==> src/rtl/img_pkg.sv <==
// Shared definitions for the image streaming blocks.
package img_pkg;

  // Frame streamer FSM states.
  typedef enum logic [2:0] {
    StIdle,
    StHdr0,
    StHdr1,
    StFetch,
    StWait,
    StSend,
    StTrl,
    StFin
  } state_t;

  // Default two-byte frame header, sent MSB byte first.
  localparam logic [15:0] SYNC_DEFAULT = 16'hA55A;

  // Whole bytes needed to carry one pixel of the given width.
  function automatic int unsigned bytes_per_pixel(input int unsigned pix_w);
    return (pix_w + 7) / 8;
  endfunction

endpackage

==> src/rtl/frame_streamer.sv <==
// Streams one image frame from a pixel FIFO to a byte-wide UART:
// two header bytes, every pixel MSB byte first, then a mod-256 payload checksum.
module frame_streamer
  import img_pkg::*;
#(
  parameter int unsigned IMG_W = 640,
  parameter int unsigned IMG_H = 960,
  parameter int unsigned PIX_W = 8,
  parameter logic [15:0] SYNC  = SYNC_DEFAULT
) (
  input  logic             clk,
  input  logic             rstn,
  input  logic             start,
  input  logic [PIX_W-1:0] fifo_dout,
  input  logic             fifo_empty,
  output logic             fifo_rd_en,
  output logic [7:0]       uart_data,
  output logic             uart_valid,
  input  logic             uart_ready,
  output logic             busy,
  output logic             done,
  output logic [31:0]      pixel_count,
  output logic [31:0]      cycle_count
);

  localparam int unsigned BPP  = bytes_per_pixel(PIX_W);
  localparam int unsigned SW   = 8 * BPP;
  localparam int unsigned IDXW = (BPP > 1) ? $clog2(BPP) : 1;
  localparam logic [IDXW-1:0] LAST_IDX = IDXW'(BPP - 1);
  localparam logic [31:0]     NPIX     = 32'(IMG_W * IMG_H);

  state_t          state_q, state_d;
  logic [SW-1:0]   shift_q;
  logic [IDXW-1:0] byte_idx_q;
  logic [31:0]     pix_cnt_q;
  logic [31:0]     cyc_cnt_q;
  logic [7:0]      csum_q;

  logic xfer;
  logic start_ok;
  logic last_byte;
  logic frame_end;

  assign xfer      = uart_valid & uart_ready;
  assign start_ok  = start & ((state_q == StIdle) | (state_q == StFin));
  assign last_byte = (byte_idx_q == LAST_IDX);
  assign frame_end = ((pix_cnt_q + 32'd1) == NPIX);

  assign pixel_count = pix_cnt_q;
  assign cycle_count = cyc_cnt_q;

  // State register.
  always_ff @(posedge clk or negedge rstn) begin
    if (!rstn) begin
      state_q <= StIdle;
    end else begin
      state_q <= state_d;
    end
  end

  // Next-state logic; header, payload and trailer bytes advance only on a transfer.
  always_comb begin
    state_d = state_q;
    unique case (state_q)
      StIdle, StFin: if (start) state_d = StHdr0;
      StHdr0:        if (xfer) state_d = StHdr1;
      StHdr1:        if (xfer) state_d = StFetch;
      StFetch:       if (!fifo_empty) state_d = StWait;
      StWait:        state_d = StSend;
      StSend:        if (xfer && last_byte) state_d = frame_end ? StTrl : StFetch;
      StTrl:         if (xfer) state_d = StFin;
      default:       state_d = StIdle;
    endcase
  end

  // Output decode from the current state.
  always_comb begin
    fifo_rd_en = 1'b0;
    uart_valid = 1'b0;
    uart_data  = 8'h00;
    busy       = 1'b1;
    done       = 1'b0;
    unique case (state_q)
      StIdle:  busy = 1'b0;
      StHdr0:  begin uart_valid = 1'b1; uart_data = SYNC[15:8]; end
      StHdr1:  begin uart_valid = 1'b1; uart_data = SYNC[7:0];  end
      StFetch: fifo_rd_en = ~fifo_empty;
      StWait:  ;
      StSend:  begin uart_valid = 1'b1; uart_data = shift_q[SW-1 -: 8]; end
      StTrl:   begin uart_valid = 1'b1; uart_data = csum_q; end
      StFin:   begin busy = 1'b0; done = 1'b1; end
      default: busy = 1'b0;
    endcase
  end

  // Pixel shifter, byte index, checksum and frame counters.
  always_ff @(posedge clk or negedge rstn) begin
    if (!rstn) begin
      shift_q    <= '0;
      byte_idx_q <= '0;
      pix_cnt_q  <= '0;
      cyc_cnt_q  <= '0;
      csum_q     <= '0;
    end else if (start_ok) begin
      byte_idx_q <= '0;
      pix_cnt_q  <= '0;
      cyc_cnt_q  <= '0;
      csum_q     <= '0;
    end else begin
      if (busy && (cyc_cnt_q != 32'hFFFF_FFFF)) begin
        cyc_cnt_q <= cyc_cnt_q + 32'd1;
      end
      // FIFO data is valid the cycle after the pop, i.e. while in StWait.
      if (state_q == StWait) begin
        shift_q    <= SW'(fifo_dout);
        byte_idx_q <= '0;
      end
      if ((state_q == StSend) && xfer) begin
        shift_q <= shift_q << 8;
        csum_q  <= csum_q + uart_data;
        if (last_byte) begin
          byte_idx_q <= '0;
          pix_cnt_q  <= pix_cnt_q + 32'd1;
        end else begin
          byte_idx_q <= byte_idx_q + IDXW'(1);
        end
      end
    end
  end

endmodule

==> config.mk <==
export PLATFORM = sky130hd
export DESIGN_NAME = frame_streamer
export DESIGN_NICKNAME = d
export VERILOG_FILES = /design/src/rtl/img_pkg.sv /design/src/rtl/frame_streamer.sv
export SDC_FILE = /design/constraint.sdc
export NUM_CORES = 1
export LEC_CHECK = 0
export ABC_AREA = 1
export CAP_MARGIN = 5
export CORE_ASPECT_RATIO = 0.6
export CORE_MARGIN = 2
export CORE_UTILIZATION = 54
export DETAILED_ROUTE_END_ITERATION = 10
export GPL_ROUTABILITY_DRIVEN = 1
export PLACE_DENSITY = 0.81
export SYNTH_ARGS = -nofsm -noshare
export SYNTH_HDL_FRONTEND = slang
export SYNTH_SLANG_ARGS = --single-unit
==> constraint.sdc <==
create_clock -name clk -period 3.2 [get_ports clk]
set_clock_uncertainty 0.05 [all_clocks]
set_input_delay 0.96 -clock clk [delete_from_list [all_inputs] [get_ports clk]]
set_output_delay 0.96 -clock clk [all_outputs]
set_load 0.1 [all_outputs]
Word level (Yosys, flattened, before mapping)
Index checks and enable logic that the tools add are counted.
W data, S select, Z words.
{"block": "totals", "ff_bits": 84}
{"block": "classes", "n_addsub": 4, "n_eq_ne": 16, "n_mux": 26, "n_bitwise": 6, "reduce_logical": 13}
{"op": "$mux W32", "n": 5}
{"op": "$add A32 B1 Y32 const B", "n": 2}
{"op": "$eq A32 B20 Y1 const B", "n": 1}
{"op": "$mux W8", "n": 4}
{"op": "$ne A32 B32 Y1 const B", "n": 1}
{"op": "$pmux W8 S4", "n": 1}
{"op": "$mux W3", "n": 7}
{"op": "$pmux W3 S7", "n": 1}
{"op": "$eq A3 B3 Y1 const B", "n": 4}
{"op": "$ne A2 B2 Y1 const B", "n": 5}
{"op": "$add A8 B8 Y8", "n": 1}
{"op": "$mux W1", "n": 8}
{"op": "$eq A3 B2 Y1 const B", "n": 2}
{"op": "$reduce_and A6 Y1", "n": 1}
{"op": "$reduce_bool A2 Y1", "n": 3}
{"op": "$ne A2 B1 Y1 const B", "n": 2}
{"op": "$reduce_and A2 Y1", "n": 2}
{"op": "$reduce_or A4 Y1", "n": 1}
{"op": "$eq A3 B1 Y1 const B", "n": 1}
{"op": "$logic_and A1 B1 Y1", "n": 3}
{"op": "$logic_not A3 Y1", "n": 1}
{"op": "$not A1 Y1", "n": 3}
{"op": "$reduce_bool A3 Y1", "n": 1}
{"op": "$and A1 B1 Y1", "n": 2}
{"op": "3 further kinds", "n": 3}

Longest topological paths before layout
{"block": "depth", "depth_word": 7, "mapped_depth": 18}

Worst setup path before layout
Ideal clock, no wire load.
{"block": "synth_timing", "path_kind": "input to output", "startpoint": "input port fifo_empty", "endpoint": "output port fifo_rd_en", "arrival_time_ns": 3.023, "required_time_ns": 2.190, "path_slack_ns": -0.833, "path_stages": 1, "path_cell_list": "nor3_1"}
{"block": "synth_via", "elab_chain_len": 2}
{"item": "start: declaration", "line": "frame_streamer.sv:15", "rtl": "input logic fifo_empty,"}
{"item": "$not A1 Y1", "line": "frame_streamer.sv:87", "rtl": "StFetch: fifo_rd_en = ~fifo_empty;"}
{"item": "$mux W1", "line": "frame_streamer.sv:83", "rtl": "unique case (state_q)"}
{"item": "end: declaration", "line": "frame_streamer.sv:16", "rtl": "output logic fifo_rd_en,"}
No other way between the ends.

Final worst setup path
{"block": "layout_timing", "startpoint": "register state_q[0]", "endpoint": "output port uart_data[4]"}
{"block": "layout_via", "elab_chain_len": 2}
{"item": "start: declaration", "line": "frame_streamer.sv:32", "rtl": "state_t state_q, state_d;"}
{"item": "start signal: assignment", "line": "frame_streamer.sv:55", "rtl": "state_q <= StIdle;"}
{"item": "start signal: assignment", "line": "frame_streamer.sv:57", "rtl": "state_q <= state_d;"}
{"item": "$eq A3 B3 Y1, or another cell as far along", "line": "frame_streamer.sv:83"}
{"item": "$pmux W8 S4 (*)", "line": "frame_streamer.sv:83"}
{"item": "end: declaration", "line": "frame_streamer.sv:17", "rtl": "output logic [7:0] uart_data,"}
Mark *: on every way between the ends. The rest lies on a longest branch, timed or not.

==> results_dict.tcl <==
set metrics [dict create \
    route.detailed.wl_per_inst_um 16.7 \
    post_synth_instance_area_um2 5390 \
    cts_hold_repair.buffers 0 \
    grt_usage_pct 31.9 \
    hold_viol 0 \
    grt_pass1_vias 4999 \
    post-dp-hpwl_mm 12.8 \
    post_cts.repair.setup_buffers 0 \
    critPathKind "flip-flop to output pin" \
    synth-warning-count 0 \
    placement_rows 28 \
    drv_cap 0 \
    route.vias.total 5688 \
    route.met3.wl_mm 2.17 \
    critical_path.endpoint_type "output pin" \
    postSynthCellCount 771 \
    met1Wirelength_mm 8.04 \
    hp-class "flip-flop to flip-flop" \
    status "finished, final reports clean" \
    chipHeight_um 81.4 \
    synth-edff-count 0 \
    fin_crit_sh_pct 95.1 \
    floorplan.initialDensity_pct 55.1 \
    timing.critical_path.arrival_ns 2.03 \
    synth_cell_type_count 42 \
    biggest_fanout_along_the_worst_timing_path 6 \
    top_layer "met4" \
    synth.yosys.seq_area_share_pct 38.5 \
    ioPinCount 89 \
    timing.critical_path.from_type "flip-flop" \
    number_of_antenna_violations_at_the_first_check_in_global_routing 0 \
    power_per_cell_area_nw_per_um2 790 \
    top_library_cells_by_usage_in_the_layout_fill_and_taps_aside "sky130_fd_sc_hd__nand2_1, sky130_fd_sc_hd__inv_1, sky130_fd_sc_hd__nor2_1, sky130_fd_sc_hd__dfrtp_1, sky130_fd_sc_hd__buf_4" \
    worst_max_slew_pin_slew_ns 0.789 \
    area_of_combinational_cells_with_multiple_inputs_um2 2910 \
    wl_met2_mm 6.45 \
    cts_tree "yes" \
    fin_total_pwr_uw 5320 \
    synth_async_sr_flop_share_pct 100 \
    final.fill_count 840 \
    syn_avg_cell_area_um2 6.99 \
    ir_drop_worst_vdd_v 0.00117 \
    num_antenna_cells 0 \
    layout.area.seq_um2 2080 \
    cts.path.max_buffers 2 \
    port_buffers 88 \
    vias_per_cell 5.68 \
    max_clock_freq_ghz 0.329 \
    core_um2 9770 \
    power_leakage_uw 0.00307 \
    cts_made_buffers 9 \
    cts.root.buffer_cell "sky130_fd_sc_hd__clkbuf_16" \
    timing.final.max_slew_violations 0 \
    worst_ep_required_time_ns 2.19 \
    antenna_violating_nets_left 0 \
    floorplan.die.width_um 133 \
    cts.repair.resized 0 \
    yosys_most_used_dff "sky130_fd_sc_hd__dfrtp_1" \
    cts_sinks 83 \
    gp_congestion 0.986 \
    global_route.overflow_total 0 \
    finalCriticalPeriod_ns 3.04 \
    nets 885 \
    synth_fp_nets 794 \
    htree_levels 3 \
    setup_violations 0 \
    design.die.area_um2 10800 \
    drt_iter0_drc 703 \
    clk_pin_slew_worst_paths_ns 0.06 \
    grt_pass1_wl_mm 26.4 \
    ys_seq_elements 83 \
    layout_commonest_cell "sky130_fd_sc_hd__nand2_1" \
    area_delta_synth_final_pct 24.9 \
    relSlewSlack_pct 46.9 \
    worstSkewPairLatency_ns 0.34 \
    dpl.cell_count 986 \
    grt_max_degree 44 \
    post_route_cells_drive_above_1_share_pct 16.5 \
    instances_no_fill 1002 \
    wl_mm 16.8 \
    drc 0 \
    first_pass_iters 6 \
    grt_setup_unrepaired "no" \
]
==> kinds of logic after synthesis <==
logic type | synth area share, %
fa+ha+maj | 2.46
compound gates | 12.5
xor+xnor | 1.95
flops | 38.5
simple gates | 36.7
buf+inv | 7.94
==> critical path, cell delays in order, from the launching register on <==
cell	delay [ns]
sky130_fd_sc_hd__dfrtp_1	0.47
sky130_fd_sc_hd__inv_2	0.10
sky130_fd_sc_hd__nor2_4	0.14
sky130_fd_sc_hd__inv_2	0.05
sky130_fd_sc_hd__nor2_2	0.12
sky130_fd_sc_hd__inv_2	0.09
sky130_fd_sc_hd__o211ai_1	0.48
sky130_fd_sc_hd__buf_12	0.25
==> final timing paths <==
path / start / to / slack, ns / depth (start not counted)
worst max-delay path: state_q[0] / uart_data[4] / 0.16 / 7
worst min-delay path: cycle_count[27] / cycle_count[27] / 0.47 / 1
worst max register to register: state_q[0] / csum_q[7] / 0.26 / 18
worst min register to register: cycle_count[27] / cycle_count[27] / 0.47 / 1
max in group asynchronous: rstn / cycle_count[24] / 1.90 / 2
min in group asynchronous: rstn / pixel_count[10] / 0.55 / 1
==> metal layers <==
metal  track usage [%]  vias up
li1                  -     2708
met1              49.3     2669
met2              41.3      296
met3              12.0       15
met4              6.34        0
met5                 0        -
==> registers in the layout, indices dropped and copies added (netlist names) <==
register and cells:
cycle_count 32, pixel_count 32, csum_q 8, shift_q 8
state_q 3
==> synthesized netlist by cell type (3+ instances only) <==
master	count	area (um2)
sky130_fd_sc_hd__nor2_2	7	43.8
sky130_fd_sc_hd__inv_2	5	18.8
sky130_fd_sc_hd__o21ai_1	3	15.0
sky130_fd_sc_hd__ha_1	9	113
sky130_fd_sc_hd__a22o_1	6	52.6
sky130_fd_sc_hd__nor2_4	7	78.8
sky130_fd_sc_hd__xor2_1	11	96.3
sky130_fd_sc_hd__nand3_2	3	30.0
sky130_fd_sc_hd__a21oi_1	25	125
sky130_fd_sc_hd__nor3_1	23	115
sky130_fd_sc_hd__o211ai_1	4	30.0
sky130_fd_sc_hd__o21ai_0	49	245
sky130_fd_sc_hd__nand4_1	11	68.8
sky130_fd_sc_hd__o22ai_1	13	81.3
sky130_fd_sc_hd__clkbuf_1	4	15.0
sky130_fd_sc_hd__o21a_1	3	22.5
sky130_fd_sc_hd__nand2_2	5	31.3
sky130_fd_sc_hd__nor2_1	84	315
sky130_fd_sc_hd__buf_2	8	40.0
sky130_fd_sc_hd__nand2_1	233	875
sky130_fd_sc_hd__nand2_4	3	33.8
sky130_fd_sc_hd__inv_1	85	319
sky130_fd_sc_hd__o31ai_1	7	52.6
sky130_fd_sc_hd__dfrtp_1	83	2080
sky130_fd_sc_hd__nand3_1	57	285
==> area by class of cell <==
class	count	area share (%)
multi-input combinational	582	43.2
sequential	83	30.9
timing repair buffer	95	13.1
inverter	91	5.15
clock buffer	10	3.55
tap	135	2.51
clock inverter	6	1.67
==> per-stage QoR <==
step,worst slack [ns],TNS [ns],utilization [%],cell area (um2),hold WS (ns)
2_1_floorplan,-0.676,-3.35,-,5410,0.413
3_3_place_gp,0.356,0,65.3,6380,0.455
3_5_place_dp,0.288,0,65.3,6380,0.451
4_1_cts,0.185,0,68.9,6730,0.469
5_1_grt,0.0624,0,68.9,6730,0.492
6_report,0.156,0,68.9,6730,0.469
==> report_power, final <==
group	switching [uW]	total (uW)	internal, uW
logic	1960	2680	718
clock network	441	1230	786
registers	193	1410	1220
total	2590	5320	2720
Note: power is estimated with default switching activity, not from simulation.
